--- src/rtl/vga_ctrl_pkg.sv ---
// Shared definitions for the VGA frame-commit register front end and renderer:
// register map, control/status bit positions, FSM states, reset scene, RGB565 helpers.
package vga_ctrl_pkg;

    localparam logic [2:0] ADDR_SPR0_X = 3'd0;
    localparam logic [2:0] ADDR_SPR0_Y = 3'd1;
    localparam logic [2:0] ADDR_SPR1_X = 3'd2;
    localparam logic [2:0] ADDR_SPR1_Y = 3'd3;
    localparam logic [2:0] ADDR_BG     = 3'd4;
    localparam logic [2:0] ADDR_CTRL   = 3'd5;
    localparam logic [2:0] ADDR_STATUS = 3'd6;

    localparam int CTRL_COMMIT  = 0;
    localparam int CTRL_IRQ_CLR = 1;
    localparam int CTRL_IRQ_EN  = 2;

    localparam int STAT_ARMED = 0;
    localparam int STAT_IRQ   = 1;
    localparam int STAT_DIRTY = 2;

    typedef enum logic {
        ST_IDLE  = 1'b0,
        ST_ARMED = 1'b1
    } state_t;

    localparam logic [9:0]  RST_SPR0_X = 10'd100;
    localparam logic [9:0]  RST_SPR0_Y = 10'd100;
    localparam logic [9:0]  RST_SPR1_X = 10'd200;
    localparam logic [9:0]  RST_SPR1_Y = 10'd100;
    localparam logic [15:0] RST_BG     = 16'h0000;

    localparam int R5_W = 5;
    localparam int G6_W = 6;
    localparam int B5_W = 5;

    // Full 16-bit compare so out-of-range values such as 16'hFFFF saturate at the limit.
    function automatic logic [9:0] clamp10(input logic [15:0] v, input logic [15:0] lim);
        return (v > lim) ? lim[9:0] : v[9:0];
    endfunction

    function automatic logic [7:0] expand_r(input logic [15:0] c);
        logic [R5_W-1:0] r5;
        r5 = c[15:11];
        return {r5, r5[4:2]};
    endfunction

    function automatic logic [7:0] expand_g(input logic [15:0] c);
        logic [G6_W-1:0] g6;
        g6 = c[10:5];
        return {g6, g6[5:4]};
    endfunction

    function automatic logic [7:0] expand_b(input logic [15:0] c);
        logic [B5_W-1:0] b5;
        b5 = c[4:0];
        return {b5, b5[4:2]};
    endfunction

endpackage

--- src/rtl/vblank_strobe.sv ---
// One-cycle vertical-blank start strobe decoded from the VGA counters.
// Purely combinational; true only at the first pixel of the first blank line.
module vblank_strobe #(
    parameter int VACTIVE = 480
) (
    input  logic [10:0] i_hcount,
    input  logic [9:0]  i_vcount,
    output logic        o_vblank_start
);

    assign o_vblank_start = (i_vcount == 10'(VACTIVE)) && (i_hcount == 11'd0);

endmodule

--- src/rtl/frame_commit_ctrl.sv ---
// Avalon-MM shadow registers copied atomically to the renderer at vblank start; readdata has 1-cycle latency.
// Optional FRAME_COMMIT_AUTO_EN: commits dirty shadow state at vblank without an explicit request.
module frame_commit_ctrl
    import vga_ctrl_pkg::*;
#(
    parameter int VACTIVE = 480,
    parameter int XMAX    = 639,
    parameter int YMAX    = 479
) (
    input  logic        clk,
    input  logic        reset,
    input  logic        chipselect,
    input  logic        write,
    input  logic        read,
    input  logic [2:0]  address,
    input  logic [15:0] writedata,
    output logic [15:0] readdata,
    input  logic [10:0] hcount,
    input  logic [9:0]  vcount,
    output logic [9:0]  spr0_x,
    output logic [9:0]  spr0_y,
    output logic [9:0]  spr1_x,
    output logic [9:0]  spr1_y,
    output logic [7:0]  bg_r,
    output logic [7:0]  bg_g,
    output logic [7:0]  bg_b,
    output logic        committed,
    output logic        irq
);

    state_t      r_state;
    state_t      w_state_nxt;
    logic        w_commit;
    logic        w_vblank_start;

    logic [9:0]  r_sh_spr0_x, r_sh_spr0_y, r_sh_spr1_x, r_sh_spr1_y;
    logic [15:0] r_sh_bg;
    logic [9:0]  r_act_spr0_x, r_act_spr0_y, r_act_spr1_x, r_act_spr1_y;
    logic [15:0] r_act_bg;
    logic [7:0]  r_count;
    logic        r_irq;
    logic        r_irq_en;
    logic [15:0] r_readdata;
    logic [15:0] w_rd_mux;
    logic        w_dirty;

    logic w_wr, w_rd, w_ctrl_wr, w_commit_req, w_shadow_wr;

    assign w_wr         = chipselect && write;
    assign w_rd         = chipselect && read;
    assign w_ctrl_wr    = w_wr && (address == ADDR_CTRL);
    assign w_commit_req = w_ctrl_wr && writedata[CTRL_COMMIT];
    assign w_shadow_wr  = w_wr && (address <= ADDR_BG);

    vblank_strobe #(
        .VACTIVE (VACTIVE)
    ) u_vblank_strobe (
        .i_hcount       (hcount),
        .i_vcount       (vcount),
        .o_vblank_start (w_vblank_start)
    );

`ifdef FRAME_COMMIT_AUTO_EN
    logic r_dirty;

    // A write landing in the commit cycle belongs to the next frame, so it wins over the clear.
    always_ff @(posedge clk or posedge reset) begin
        if (reset) begin
            r_dirty <= 1'b0;
        end else if (w_shadow_wr) begin
            r_dirty <= 1'b1;
        end else if (w_commit) begin
            r_dirty <= 1'b0;
        end
    end

    assign w_dirty = r_dirty;
`else
    assign w_dirty = 1'b0;
`endif

    always_ff @(posedge clk or posedge reset) begin
        if (reset) begin
            r_state <= ST_IDLE;
        end else begin
            r_state <= w_state_nxt;
        end
    end

    // A request arriving in the vblank cycle while idle only arms; the commit waits a full frame.
    always_comb begin
        w_state_nxt = r_state;
        w_commit    = 1'b0;
        case (r_state)
            ST_IDLE: begin
`ifdef FRAME_COMMIT_AUTO_EN
                if (w_vblank_start && w_dirty) begin
                    w_commit = 1'b1;
                end
`endif
                if (w_commit_req) begin
                    w_state_nxt = ST_ARMED;
                end
            end
            ST_ARMED: begin
                if (w_vblank_start) begin
                    w_commit    = 1'b1;
                    w_state_nxt = ST_IDLE;
                end
            end
            default: begin
                w_state_nxt = ST_IDLE;
            end
        endcase
    end

    always_ff @(posedge clk or posedge reset) begin
        if (reset) begin
            r_sh_spr0_x <= RST_SPR0_X;
            r_sh_spr0_y <= RST_SPR0_Y;
            r_sh_spr1_x <= RST_SPR1_X;
            r_sh_spr1_y <= RST_SPR1_Y;
            r_sh_bg     <= RST_BG;
        end else if (w_wr) begin
            case (address)
                ADDR_SPR0_X: r_sh_spr0_x <= clamp10(writedata, 16'(XMAX));
                ADDR_SPR0_Y: r_sh_spr0_y <= clamp10(writedata, 16'(YMAX));
                ADDR_SPR1_X: r_sh_spr1_x <= clamp10(writedata, 16'(XMAX));
                ADDR_SPR1_Y: r_sh_spr1_y <= clamp10(writedata, 16'(YMAX));
                ADDR_BG:     r_sh_bg     <= writedata;
                default: ;
            endcase
        end
    end

    // Non-blocking copy means a same-cycle shadow write is not seen by the active set.
    always_ff @(posedge clk or posedge reset) begin
        if (reset) begin
            r_act_spr0_x <= RST_SPR0_X;
            r_act_spr0_y <= RST_SPR0_Y;
            r_act_spr1_x <= RST_SPR1_X;
            r_act_spr1_y <= RST_SPR1_Y;
            r_act_bg     <= RST_BG;
            r_count      <= 8'd0;
        end else if (w_commit) begin
            r_act_spr0_x <= r_sh_spr0_x;
            r_act_spr0_y <= r_sh_spr0_y;
            r_act_spr1_x <= r_sh_spr1_x;
            r_act_spr1_y <= r_sh_spr1_y;
            r_act_bg     <= r_sh_bg;
            r_count      <= r_count + 8'd1;
        end
    end

    always_ff @(posedge clk or posedge reset) begin
        if (reset) begin
            r_irq    <= 1'b0;
            r_irq_en <= 1'b0;
        end else begin
            if (w_commit && r_irq_en) begin
                r_irq <= 1'b1;
            end else if (w_ctrl_wr && writedata[CTRL_IRQ_CLR]) begin
                r_irq <= 1'b0;
            end
            if (w_ctrl_wr) begin
                r_irq_en <= writedata[CTRL_IRQ_EN];
            end
        end
    end

    always_comb begin
        w_rd_mux = 16'h0000;
        case (address)
            ADDR_SPR0_X: w_rd_mux = {6'd0, r_sh_spr0_x};
            ADDR_SPR0_Y: w_rd_mux = {6'd0, r_sh_spr0_y};
            ADDR_SPR1_X: w_rd_mux = {6'd0, r_sh_spr1_x};
            ADDR_SPR1_Y: w_rd_mux = {6'd0, r_sh_spr1_y};
            ADDR_BG:     w_rd_mux = r_sh_bg;
            ADDR_STATUS: begin
                w_rd_mux[15:8]       = r_count;
                w_rd_mux[STAT_ARMED] = (r_state == ST_ARMED);
                w_rd_mux[STAT_IRQ]   = r_irq;
                w_rd_mux[STAT_DIRTY] = w_dirty;
            end
            default: w_rd_mux = 16'h0000;
        endcase
    end

    always_ff @(posedge clk or posedge reset) begin
        if (reset) begin
            r_readdata <= 16'h0000;
        end else if (w_rd) begin
            r_readdata <= w_rd_mux;
        end
    end

    assign readdata  = r_readdata;
    assign spr0_x    = r_act_spr0_x;
    assign spr0_y    = r_act_spr0_y;
    assign spr1_x    = r_act_spr1_x;
    assign spr1_y    = r_act_spr1_y;
    assign bg_r      = expand_r(r_act_bg);
    assign bg_g      = expand_g(r_act_bg);
    assign bg_b      = expand_b(r_act_bg);
    assign committed = w_commit;
    assign irq       = r_irq;

endmodule

--- config.mk ---
export PLATFORM = sky130hd
export DESIGN_NAME = frame_commit_ctrl
export DESIGN_NICKNAME = d
export VERILOG_FILES = /design/src/rtl/vga_ctrl_pkg.sv /design/src/rtl/vblank_strobe.sv /design/src/rtl/frame_commit_ctrl.sv
export SDC_FILE = /design/constraint.sdc
export NUM_CORES = 1
export LEC_CHECK = 0
export ABC_AREA = 1
export BUFFER_PORTS_ARGS = -buffer_cell sky130_fd_sc_hd__buf_2
export CAP_MARGIN = 20
export CELL_PAD_IN_SITES_DETAIL_PLACEMENT = 1
export CELL_PAD_IN_SITES_GLOBAL_PLACEMENT = 1
export CORE_MARGIN = 2
export CORE_UTILIZATION = 41
export DETAILED_ROUTE_END_ITERATION = 10
export PLACE_DENSITY = 0.83
export RECOVER_POWER = 100
export SLEW_MARGIN = 40
export SYNTH_ARGS = -nofsm -noshare
export SYNTH_HDL_FRONTEND = slang
export SYNTH_SLANG_ARGS = --single-unit
export TNS_END_PERCENT = 50
--- constraint.sdc ---
create_clock -name clk -period 4.91 [get_ports clk]
set_input_delay 0.7365 -clock clk [delete_from_list [all_inputs] [get_ports clk]]
set_output_delay 0.7365 -clock clk [all_outputs]
set_load 0.005 [all_outputs]
### Word level (Yosys, flattened, before mapping)

Index checks and enable logic that the tools add are counted.

| cells by class | value |
|---|---|
| $add $sub $neg | 1 |
| multipliers | 0 |
| divide/modulo/power cells | 0 |
| order comparisons | 2 |
| eq/ne operators | 7 |
| shifts and indexed selects | 0 |
| multiplexer cells | 12 |
| bitwise logic cells | 1 |
| reductions and logical operators | 15 |

Operators by type and width:

| operator | count |
|---|---|
| $pmux 8 s6 | 1 |
| $pmux 5 s5 | 1 |
| $mux 10 | 2 |
| $pmux 3 s6 | 1 |
| $gt 16x10->1 const B | 1 |
| $gt 16x9->1 const B | 1 |
| $logic_not 11->1 | 1 |
| $eq 10x9->1 const B | 1 |
| $reduce_and 2->1 | 5 |
| $eq 3x3->1 const B | 3 |
| $add 8x1->8 const B | 1 |
| $logic_and 1x1->1 | 7 |
| $eq 3x2->1 const B | 2 |
| $mux 1 | 6 |
| $eq 3x1->1 const B | 1 |
| $logic_not 3->1 | 1 |
| $pmux 1 s2 | 1 |
| $reduce_bool 2->1 | 1 |
| $not 1->1 | 1 |

| storage, ports and cells | value |
|---|---|
| bits in registers | 139 |
| latch bits | 0 |
| memory bits (writable) | 0 |
| ROM bits | 0 |
| input bits | 45 |
| output and inout port bits | 82 |
| logic and storage cells | 53 |
| memories | 0 |

### Logic depth before layout (Yosys ltp)

| depth | value |
|---|---|
| word-level depth | 6 |
| gate-level depth with buffers | 10 |
| depth with buffers taken out | 9 |

### By module

A second synthesis with hierarchy kept.

| second synthesis, totals | value |
|---|---|
| cells, all modules | 745 |
| area total of the unflattened synthesis | 6,233.5 sq um |

Modules (own cells, without submodules):

| module | instances | cells each | area an instance (sq um) | seq. area each (sq um) |
|---|---|---|---|---|
| frame_commit_ctrl | 1 | 724 | 6,149.6 | 3,508.4 |
| vblank_strobe | 1 | 21 | 83.8 | 0.0 |

### Worst setup path before layout

Ideal clock, no wire load.

| path | value |
|---|---|
| path kind | input to output |
| start point | input port hcount[8] |
| end point | output port committed |
| arrival | 1.476 ns |
| data required time | 4.174 ns |
| setup slack | 2.697 ns |
| cell stages on the path | 6 |
| buffers on the path | 1 |
| cell sequence | nor2_1 > nand2_1 > nor2_1 > nand3_2 > inv_2 > buf_4 |

| on the way | value |
|---|---|
| cells in the longest elaborated chain, start to end | 4 |

RTL lines:

| item | RTL line | text |
|---|---|---|
| start: declaration | frame_commit_ctrl.sv:18 | `input logic [10:0] hcount,` |
| $logic_not 11->1 | vblank_strobe.sv:11 | `assign o_vblank_start = (i_vcount == 10'(VACTIVE)) && (i_hcount == 11'd0);` |
| $logic_and 1x1->1 | vblank_strobe.sv:11 |  |
| $mux 1 | frame_commit_ctrl.sv:106 | `if (w_vblank_start) begin` |
| $mux 1 | frame_commit_ctrl.sv:94 | `case (r_state)` |
| end: declaration | frame_commit_ctrl.sv:27 | `output logic committed,` |

Every way passes these cells.

### Worst setup path in the final report

| path | value |
|---|---|
| start point | register r_state |
| end point | output port committed |

| on the way | value |
|---|---|
| cells in the longest elaborated chain, start to end | 1 |

RTL lines:

| item | RTL line | text |
|---|---|---|
| start: declaration | frame_commit_ctrl.sv:31 | `state_t r_state;` |
| start signal: assignment | frame_commit_ctrl.sv:86 | `r_state <= w_state_nxt;` |
| $mux 1 | frame_commit_ctrl.sv:94 |  |

Every way passes these cells.

==> reports/metrics.cfg <==
[run_status]
outcome = finished with violations
violations = capacitance limit, slew limit

[clocking]
tritoncts = yes
path_clk_slew_ns = 0.06
cts_root_buf = clkbuf_16
clk_latency_ns = 0.43
cts_resized = 0
cts_sinks = 139
htree_levels = 4
clk_path_buf_depth = 2
cts_hold_buf = 0
cts_buffers = 17
cts_setup_buffers = 0

[timing]
clock_skew_ns = 0.008820
setup-tns-final_ns = 0
setup_viol = 0
max_freq_mhz = 287.0
worst_pin_slew_ns = 2.456
fin_crit_ns = 3.485
relSlewSlack_pct = -63.71
slew_violations = 174
hold_violations = 0
hold_ws_ns = 0.4749
fin_crit_sh_pct = 70.97
rsz0062_at_grt = false

[setup_path]
critical_path.startpoint = r_state
r2r_end = spr0_y[4]
worstPathMaxFanout = 49
required_ns = 4.17
r2r_slack_ns = 1.67
critical_path_class = reg2out
arrival_ns = 2.75
worst_setup_path_start_kind = register
cp-end-kind = output pin
reg2regPathDepth = 7
rr_startpoint = r_state

[placement]
dp_hpwl_um = 13480
gp_congestion = 0.8672
portBuffers = 126

[pwr]
power_density_nw_per_um2 = 390.3
p_leak_nw = 3.736
ir_drop_uv = 290.0

[synthesis]
seq_area_frac_synth_pct = 55.05
synthTopCellsByCount = nand2_1 (238), dfrtp_1 (115), inv_1 (87), o21ai_0 (87), nor2_1 (47)
yosysTopAreaCell = dfrtp_1
netlist_area_sq_um = 6374
yosysMostFrequentCell = nand2_1
avgSynthCellArea_sq_um = 8.431
synth_edf_count = 0
synth-main-ff-cell = dfrtp_1
synth_area_leaders = dfrtp_1 (45%), nand2_1 (14%), dfstp_2 (9.9%)
synth.distinct_cells = 27
synth.top_cell.area_share_pct = 45.15
synth_fp_nets = 802
ys_ff_latch = 139
synthArstFlopShare_pct = 100.0
syn_inst = 756
yosys_warnings = 0

[routing]
via_per_inst = 5.189
wl_per_cell_um = 18.08
drtAntennaViolNets = 0
routed_wl_um = 19310
drt_iter0_markers = 314
drc = 0
num_vias = 5542
firstDrtPassIters = 4

[floorplanning]
die_area_sq_um = 16560
row_count = 45
io_pins = 127
initial_utilization_pct = 41.93
die_h_um = 128.7
die_x_um = 128.7
core-area_sq_um = 15200

[finish]
drive_gt1_share_pct = 15.91
n_antenna_cell = 0
syn2layout_area_growth_pct = 16.18
nFillCells = 1910
nNetsFinal = 913

[worst_hold_path]
whs_endpoint = r_act_bg[0]
min_path_type = reg2reg
hold_depth = 2
hp-start = r_act_bg[0]

[job]
cap_violations = 2

[global_route]
grt_use_total_pct = 24.23
grt_max_degree = 117
grt_pass1_wl_um = 30220
antenna_found_initial = 0
grt_pass1_vias = 5666
grt.overflow.total = 0

-- layout by cell type, fill, tap and decap left out --
master      count
a21oi_1         6
buf_1           1
buf_2          78
bufinv_16       1
clkbuf_1       49
clkbuf_16      17
clkbuf_8        1
clkinv_2        1
clkinv_4        4
clkinvlp_4      4
dfrtp_1       115
dfstp_1         2
dfstp_2        22
ha_1            1
inv_1          91
inv_2           1
inv_6           5
nand2_1       239
nand2_2         1
nand3_1        34
nand3_2         1
nand3_4         1
nand4_1        14
nor2_1         51
nor2_2          1
nor3_1          1
nor3_4          1
o21ai_0       126
o21ai_1         2
o21ai_2         1
o22ai_1         6
xor2_1          2
-- layout make-up --
cell class	count	area, sq um	share of cell area (%)
sequential	139	3508	47.38
multi-input combinational	488	2155	29.10
clock inverter	14	136.4	1.842
inverter	93	352.8	4.765
timing repair buffer	128	578.1	7.807
clock buffer	18	439.2	5.931
tap	188	235.2	3.177
-- worst max-delay path, cell delays in order, from the launching register on --
cell	delay (ns)
dfrtp_1	0.44
inv_1	0.14
nor2_2	0.09
inv_1	0.04
nor2_1	0.27
nand3_4	0.43
inv_1	0.65
buf_2	0.23
-- worst max path at each step --
stage           endpoint  slack (ns)  cells after the start
2_1_floorplan        irq        0.49                      1
3_3_place_gp   committed        1.69                      7
3_5_place_dp   committed        1.61                      7
4_1_cts        committed        1.62                      7
5_1_grt        committed        1.17                      7
6_report       committed        1.43                      7
-- flip-flops by register name (all words and copies together) (netlist names) --
register and count:
r_count 8, r_irq_en 1, r_sh_spr0_x 10, r_state 1, spr0_y 10, r_sh_bg 16
spr0_x 10, irq 1, r_sh_spr1_x 10, readdata 16, r_sh_spr1_y 10, r_act_bg 16
spr1_x 10, r_sh_spr0_y 10, spr1_y 10
-- stage by stage --
stage	power [W]	instances	area (sq um)	setup WS [ns]	util (%)
2_1_floorplan	0.001514	756	6374	0.4887	-
3_3_place_gp	0.001646	1036	7009	1.693	46.11
3_5_place_dp	0.001662	1036	7014	1.611	46.14
4_1_cts	0.002928	1068	7590	1.617	49.93
5_1_grt	0.003006	1068	7405	1.167	48.71
6_report	0.002890	1068	7405	1.425	48.71
-- power by group --
group	internal [W]	leakage (nW)	switching (W)
clock network	0.000719	0.274	0.000534
logic	0.0000837	1.73	0.000215
registers	0.00127	1.73	0.0000658
-- kinds of logic after synthesis --
kind of cell | Yosys count | share of synthesized area, %
buffers and inverters | 129 | 9.521
XOR/XNOR | 2 | 0.2749
flip-flops | 139 | 55.05
AO/OA/AOI/OAI | 141 | 12.37
AND/OR/NAND/NOR | 344 | 22.60
adder cells (fa/ha/maj) | 1 | 0.1963
-- per-layer routing --
layer	track usage, %	part of all wire, %
met2	40.24	48
met4	13.81	4.7
met1	29.38	43
met5	0	0
met3	5.114	4.0
No activity file was read; power rests on OpenSTA's default activity.
